### config.mk
export PLATFORM = sky130hd
export DESIGN_NAME = rf_wb_arbiter_flat
export DESIGN_NICKNAME = d
export VERILOG_FILES = /design/src/rtl/rf_wb_arbiter_pkg.sv /design/src/rtl/rf_wb_arbiter_if.sv /design/src/rtl/rf_wb_arbiter_rr_arb2.sv /design/src/rtl/rf_wb_arbiter.sv /design/src/flat_wrapper.sv
export SDC_FILE = /design/constraint.sdc
export NUM_CORES = 1
export LEC_CHECK = 0
export CELL_PAD_IN_SITES_DETAIL_PLACEMENT = 0
export CELL_PAD_IN_SITES_GLOBAL_PLACEMENT = 1
export CORE_MARGIN = 10
export CORE_UTILIZATION = 34
export CTS_BUF_LIST = sky130_fd_sc_hd__clkbuf_8 sky130_fd_sc_hd__clkbuf_16
export DETAILED_ROUTE_END_ITERATION = 8
export PLACE_DENSITY = 0.91
export SYNTH_ARGS = -nofsm -noshare
export SYNTH_HDL_FRONTEND = slang
export SYNTH_SLANG_ARGS = --single-unit
export TNS_END_PERCENT = 100
### constraint.sdc
create_clock -name clk -period 5.3 [get_ports clk]
set_clock_uncertainty 0.15 [all_clocks]
set_input_delay 1.59 -clock clk [delete_from_list [all_inputs] [get_ports clk]]
set_output_delay 1.59 -clock clk [all_outputs]
set_load 0.02 [all_outputs]
### src/rtl/rf_wb_arbiter_pkg.sv
// Shared constants and types for the register-file writeback arbiter.
package rf_pkg;
   localparam int DATA_W   = 16;
   localparam int ADDR_W   = 4;
   localparam int NUM_REGS = 2 ** ADDR_W;

   typedef enum logic {
      REQ_ALU = 1'b0,
      REQ_LSU = 1'b1
   } req_id_e;

   typedef struct packed {
      logic [ADDR_W-1:0] addr;
      logic [DATA_W-1:0] data;
   } wr_req_t;
endpackage

### src/rtl/rf_wb_arbiter_if.sv
// One writeback requester's valid/ready channel (destination register + data).
interface rf_wb_arbiter_if #(
   parameter int DATA_W = 16,
   parameter int ADDR_W = 4
);
   logic              valid;
   logic              ready;
   logic [ADDR_W-1:0] addr;
   logic [DATA_W-1:0] data;

   modport master (output valid, addr, data, input ready);
   modport slave  (input valid, addr, data, output ready);
endinterface

### src/rtl/rf_wb_arbiter_rr_arb2.sv
// Two-input arbiter: round-robin on ties, or fixed priority to the load requester.
module rr_arb2
   import rf_pkg::*;
(
   input  logic       clk,
   input  logic       rst,
   input  logic       en,
   input  logic       prio_mode,
   input  logic [1:0] req,
   output logic [1:0] gnt
);
   req_id_e last_grant_q, last_grant_d;

   always_comb begin
      gnt          = 2'b00;
      last_grant_d = last_grant_q;
      if (en) begin
         case (req)
            2'b01:   gnt = 2'b01;
            2'b10:   gnt = 2'b10;
            2'b11:   gnt = (prio_mode || last_grant_q == REQ_ALU) ? 2'b10 : 2'b01;
            default: gnt = 2'b00;
         endcase
      end
      if (gnt[1])
         last_grant_d = REQ_LSU;
      else if (gnt[0])
         last_grant_d = REQ_ALU;
   end

   // Reset to LSU so that the ALU wins the first tie.
   always_ff @(posedge clk or negedge rst) begin
      if (!rst)
         last_grant_q <= REQ_LSU;
      else
         last_grant_q <= last_grant_d;
   end
endmodule

### src/rtl/rf_wb_arbiter.sv
// Writeback arbiter for Register_File's single write port with pending-write scoreboard.
// Optional RF_BYPASS_EN macro enables combinational forwarding of the in-flight write.
module rf_wb_arbiter #(
   parameter int DATA_W    = rf_pkg::DATA_W,
   parameter int ADDR_W    = rf_pkg::ADDR_W,
   parameter bit PRIO_MODE = 1'b0,
   parameter int CNT_W     = 8
) (
   input  logic              clk,
   input  logic              rst,
   input  logic              wb_stall,
   rf_wb_arbiter_if.slave    req0,
   rf_wb_arbiter_if.slave    req1,
   input  logic              rsv_valid,
   input  logic [ADDR_W-1:0] rsv_addr,
   input  logic [ADDR_W-1:0] chk_rs,
   input  logic [ADDR_W-1:0] chk_rt,
   output logic              busy_rs,
   output logic              busy_rt,
   output logic              reg_wr,
   output logic [ADDR_W-1:0] reg_file_Rd,
   output logic [DATA_W-1:0] reg_dataWrite,
   output logic              fwd_rs_hit,
   output logic              fwd_rt_hit,
   output logic [DATA_W-1:0] fwd_data,
   output logic              rsv_err,
   output logic [CNT_W-1:0]  contention_cnt
);
   localparam int NUM_REGS = 2 ** ADDR_W;

   logic [1:0]          gnt;
   logic                reg_wr_q, reg_wr_d;
   logic [ADDR_W-1:0]   rd_q, rd_d;
   logic [DATA_W-1:0]   data_q, data_d;
   logic [NUM_REGS-1:0] busy_q, busy_d;
   logic                rsv_err_q, rsv_err_d;
   logic [CNT_W-1:0]    cnt_q, cnt_d;

   rr_arb2 u_arb (
      .clk       (clk),
      .rst       (rst),
      .en        (!wb_stall),
      .prio_mode (PRIO_MODE),
      .req       ({req1.valid, req0.valid}),
      .gnt       (gnt)
   );

   assign req0.ready = gnt[0];
   assign req1.ready = gnt[1];

   always_comb begin
      reg_wr_d  = |gnt;
      rd_d      = rd_q;
      data_d    = data_q;
      if (gnt[1]) begin
         rd_d   = req1.addr;
         data_d = req1.data;
      end else if (gnt[0]) begin
         rd_d   = req0.addr;
         data_d = req0.data;
      end

      // Clear first so a same-cycle reservation of the written register wins.
      busy_d = busy_q;
      if (reg_wr_q)
         busy_d[rd_q] = 1'b0;
      if (rsv_valid)
         busy_d[rsv_addr] = 1'b1;

      rsv_err_d = rsv_err_q | (rsv_valid & busy_q[rsv_addr]);

      cnt_d = cnt_q;
      if (req0.valid && req1.valid && cnt_q != {CNT_W{1'b1}})
         cnt_d = cnt_q + 1'b1;
   end

   always_ff @(posedge clk or negedge rst) begin
      if (!rst) begin
         reg_wr_q  <= 1'b0;
         rd_q      <= '0;
         data_q    <= '0;
         busy_q    <= '0;
         rsv_err_q <= 1'b0;
         cnt_q     <= '0;
      end else begin
         reg_wr_q  <= reg_wr_d;
         rd_q      <= rd_d;
         data_q    <= data_d;
         busy_q    <= busy_d;
         rsv_err_q <= rsv_err_d;
         cnt_q     <= cnt_d;
      end
   end

   assign reg_wr         = reg_wr_q;
   assign reg_file_Rd    = rd_q;
   assign reg_dataWrite  = data_q;
   assign busy_rs        = busy_q[chk_rs];
   assign busy_rt        = busy_q[chk_rt];
   assign rsv_err        = rsv_err_q;
   assign contention_cnt = cnt_q;

`ifdef RF_BYPASS_EN
   assign fwd_rs_hit = reg_wr_q && (rd_q == chk_rs);
   assign fwd_rt_hit = reg_wr_q && (rd_q == chk_rt);
   assign fwd_data   = data_q;
`else
   assign fwd_rs_hit = 1'b0;
   assign fwd_rt_hit = 1'b0;
   assign fwd_data   = '0;
`endif
endmodule
### src/flat_wrapper.sv
// flat-port wrapper written by rule: the top's interface ports become plain ports
module rf_wb_arbiter_flat 
#(
   parameter int DATA_W    = rf_pkg::DATA_W,
   parameter int ADDR_W    = rf_pkg::ADDR_W,
   parameter bit PRIO_MODE = 1'b0,
   parameter int CNT_W     = 8
)
  (clk, rst, wb_stall, rsv_valid, rsv_addr, chk_rs, chk_rt, busy_rs, busy_rt, reg_wr, reg_file_Rd, reg_dataWrite, fwd_rs_hit, fwd_rt_hit, fwd_data, rsv_err, contention_cnt, req0_valid, req0_addr, req0_data, req0_ready, req1_valid, req1_addr, req1_data, req1_ready);
  rf_wb_arbiter_if #(.DATA_W(DATA_W), .ADDR_W(ADDR_W)) req0_i ();
  rf_wb_arbiter_if #(.DATA_W(DATA_W), .ADDR_W(ADDR_W)) req1_i ();
  input  logic clk;
  input  logic rst;
  input  logic wb_stall;
  input  logic rsv_valid;
  input  logic [ADDR_W-1:0] rsv_addr;
  input  logic [ADDR_W-1:0] chk_rs;
  input  logic [ADDR_W-1:0] chk_rt;
  output logic busy_rs;
  output logic busy_rt;
  output logic reg_wr;
  output logic [ADDR_W-1:0] reg_file_Rd;
  output logic [DATA_W-1:0] reg_dataWrite;
  output logic fwd_rs_hit;
  output logic fwd_rt_hit;
  output logic [DATA_W-1:0] fwd_data;
  output logic rsv_err;
  output logic [CNT_W-1:0] contention_cnt;
  input wire logic [$bits(req0_i.valid)-1:0] req0_valid;
  input wire logic [$bits(req0_i.addr)-1:0] req0_addr;
  input wire logic [$bits(req0_i.data)-1:0] req0_data;
  output wire logic [$bits(req0_i.ready)-1:0] req0_ready;
  input wire logic [$bits(req1_i.valid)-1:0] req1_valid;
  input wire logic [$bits(req1_i.addr)-1:0] req1_addr;
  input wire logic [$bits(req1_i.data)-1:0] req1_data;
  output wire logic [$bits(req1_i.ready)-1:0] req1_ready;
  assign req0_i.valid = req0_valid;
  assign req0_i.addr = req0_addr;
  assign req0_i.data = req0_data;
  assign req0_ready = req0_i.ready;
  assign req1_i.valid = req1_valid;
  assign req1_i.addr = req1_addr;
  assign req1_i.data = req1_data;
  assign req1_ready = req1_i.ready;
  rf_wb_arbiter #(.DATA_W(DATA_W), .ADDR_W(ADDR_W), .PRIO_MODE(PRIO_MODE), .CNT_W(CNT_W)) u_core (.clk(clk), .rst(rst), .wb_stall(wb_stall), .req0(req0_i), .req1(req1_i), .rsv_valid(rsv_valid), .rsv_addr(rsv_addr), .chk_rs(chk_rs), .chk_rt(chk_rt), .busy_rs(busy_rs), .busy_rt(busy_rt), .reg_wr(reg_wr), .reg_file_Rd(reg_file_Rd), .reg_dataWrite(reg_dataWrite), .fwd_rs_hit(fwd_rs_hit), .fwd_rt_hit(fwd_rt_hit), .fwd_data(fwd_data), .rsv_err(rsv_err), .contention_cnt(contention_cnt));
endmodule
==> metrics.txt <==
Initial Util 0.354; worst skew pair latency 0.29 ns; worst reg2reg setup slack 3.57 ns; Worst Hold Class reg -> reg; CP Capture Type primary output; actual slew at the worst max-slew pin 1.03 ns; aggregate global routing overflow 0; Synth Instances 240; sequential area share after synthesis 0.454; async set-reset flop share out of synthesis 1.00; first-pass GRT wire length 11200 um; main combinational cell family by area after synthesis multiplexers; Post-Route WL 6970 um; Die W 107 um; FMAX 190 MHz; peak supply drop 133 uV; Fin. Hold Viols 0; critical-path cell list clkdlybuf4s50_1 -> mux4_2 -> mux4_2 -> clkdlybuf4s50_1; Post-synth EDFFs 0; reg-to-reg startpoint u_core.contention_cnt[0]; clock sink total 47; Worst EP required 3.56 ns; Yosys top cell area share 0.444; share of cells above drive strength 1 0.0997; worst hold endpoint u_core.reg_dataWrite[10]; Crit Path Max Fanout 4; Worst path max stage delay 0.57 ns; Remaining DRCs 0; crit path from chk_rt[1]; dominant synthesized flop cell dfrtp_1; CTS clk-pin slew, worst paths 0.09 ns; core area 0.00733 mm2; status finished, final reports clean; most frequent cells in the layout 88 x clkdlybuf4s50_1, 53 x o21ai_0, 46 x dfrtp_1; GPL Wtd Cong 0.929; Worst setup SP type input port; initial antenna violation count 0; setup slack after layout 0.0479 ns; fin crit period 5.25 ns; post-synthesis mux area share 0.206; pin count of the biggest net entering global routing 48; H-tree levels 2; commonest non-fill, non-tap cell in the layout clkdlybuf4s50_1; Mapped Area 0.00259 mm2; fillers 682; DP Worst Slack -0.244 ns; critical path data arrival time 3.51 ns; hold path cells 2; #FFs+latches synth 47; dpl cell area 0.00351 mm2; TritonCTS buffer count 5; Synth warnings 0; Die Ht 107 um; cell taking the most area after synthesis dfrtp_1; n_diodes 0; Adder-Cell Fraction of Synth Area 0.00482; simple-gate share of the synthesized area 0.106; Clock Path Buffers 2; wire length per cell 16.2 um; Slew Limit Fails 0; count of input and output buffers 91; post-route ant nets 0; Yosys cell types 32; XOR/XNOR Fraction of Synth Area 0.0236; Leak 1.56 nW; Relative slew margins 0.311; routed vias/inst 4.88; global-route total usage across every layer 0.119; DR pass1 iterations 4; hold_sp u_core.reg_dataWrite[10]; 1st-iter DRT viols 81; largest cells by area after synthesis dfrtp_1 44%, mux4_2 11%, o21ai_0 10%, mux2i_1 8.9%, buf_4 5.2%; cell area after layout 0.00362 mm2; Final Cycle Share 0.991; Vias 2100; Critical R2R Capture u_core.contention_cnt[1]; Power Density 350 mW/mm2; dpl cells 422; Nets 389; Final setup viols 0; Synth Area in Compound Gates 0.122; total power 1.27 mW; syn avg cell area 10.8 um2; Finished Layout Cells 430; Worst Reg-to-Reg Cells 4; RSZ-0062 raised after global routing no; WS Path Type in -> out; vias in the first global route 2192; die area 0.0115 mm2; Layout Area Growth over Synthesis 39.7%; I/O pins 110; slowest CP cell clkdlybuf4s50_1; hpwl dp 5520 um; maxcap violations 0; CTS tree yes; Root Buffer clkbuf_8; row count 31
final cells by class:
class	count	area [um2]	area share
flip-flops and latches	47	1180	0.325
multi-input cells	178	1270	0.351
well taps	99	124	0.0342
inverters	5	18.8	0.00518
clock inverters	2	35.0	0.00967
repair buffers	93	916	0.253
clock buffers	6	82.6	0.0228
what timing repair did:
item | CTS | global route
endpoints found under the setup margin | 2 | 2
gates cloned | 0 | 0
hold buffers | 0 | 0
resized for setup | 2 | 3
buffers inserted | 0 | 0
metrics by stage:
step / util / TNS (ns) / hold WS [ns]
floorplan: - / 0 / 0.321
global route: 0.494 / 0 / 0.353
CTS: 0.495 / 0 / 0.339
global placement: 0.479 / -0.361 / 0.310
finish: 0.494 / 0 / 0.336
detailed placement: 0.479 / -0.470 / 0.319
worst max-delay path by stage:
| stage | depth (start not counted) | to | slack (ns) |
|---|---|---|---|
| floorplan | 2 | busy_rs | 0.97 |
| global placement | 4 | busy_rt | -0.18 |
| detailed placement | 4 | busy_rt | -0.24 |
| CTS | 4 | busy_rt | 0.02 |
| global route | 4 | busy_rs | 0.01 |
| finish | 4 | busy_rt | 0.05 |
cells by family (layout without fill, tap and decap cells):
logic type               after synthesis  count (layout)
AO/OA/AOI/OAI                         59              59
buffers and inverters                 32             106
other                                  1              18
multiplexers                          37              37
flip-flops                            47              47
AND/OR/NAND/NOR                       56              56
XOR/XNOR                               7               7
adder cells (fa/ha/maj)                1               1
state kept, by name, summed over array words and instances (netlist names):
register and count:
u_core.reg_file_Rd 4, u_core.reg_wr 1, u_core.busy_q 16, u_core.contention_cnt 8, u_core.u_arb.last_grant_q 1, u_core.reg_dataWrite 16
u_core.rsv_err 1
cells in the mapped netlist (4+ instances only):
library cell,instances
nand2_1,25
buf_4,18
mux4_2,13
nand2b_1,6
inv_1,5
nor2_1,4
clkbuf_1,4
nand3_1,7
nand3b_1,4
xor2_1,6
mux2i_1,23
dfrtp_1,46
o21ai_0,53
routing by layer:
layer | routed length [um] | global-route usage
met5 | 0 | 0
met4 | 59 | 0.0305
met3 | 822 | 0.0545
met2 | 3160 | 0.181
met1 | 2930 | 0.151
where the power goes:
group | internal, mW | leakage (nW) | switching, mW
clock | 0.153 | 0.0612 | 0.119
combinational | 0.243 | 0.953 | 0.200
sequential | 0.448 | 0.551 | 0.107
worst max-delay path, delay by kind of cell:
kind     cells  cell delay (ns)
mux          2             0.80
buf+inv      2             1.12
(Power assumes the default switching activity.)
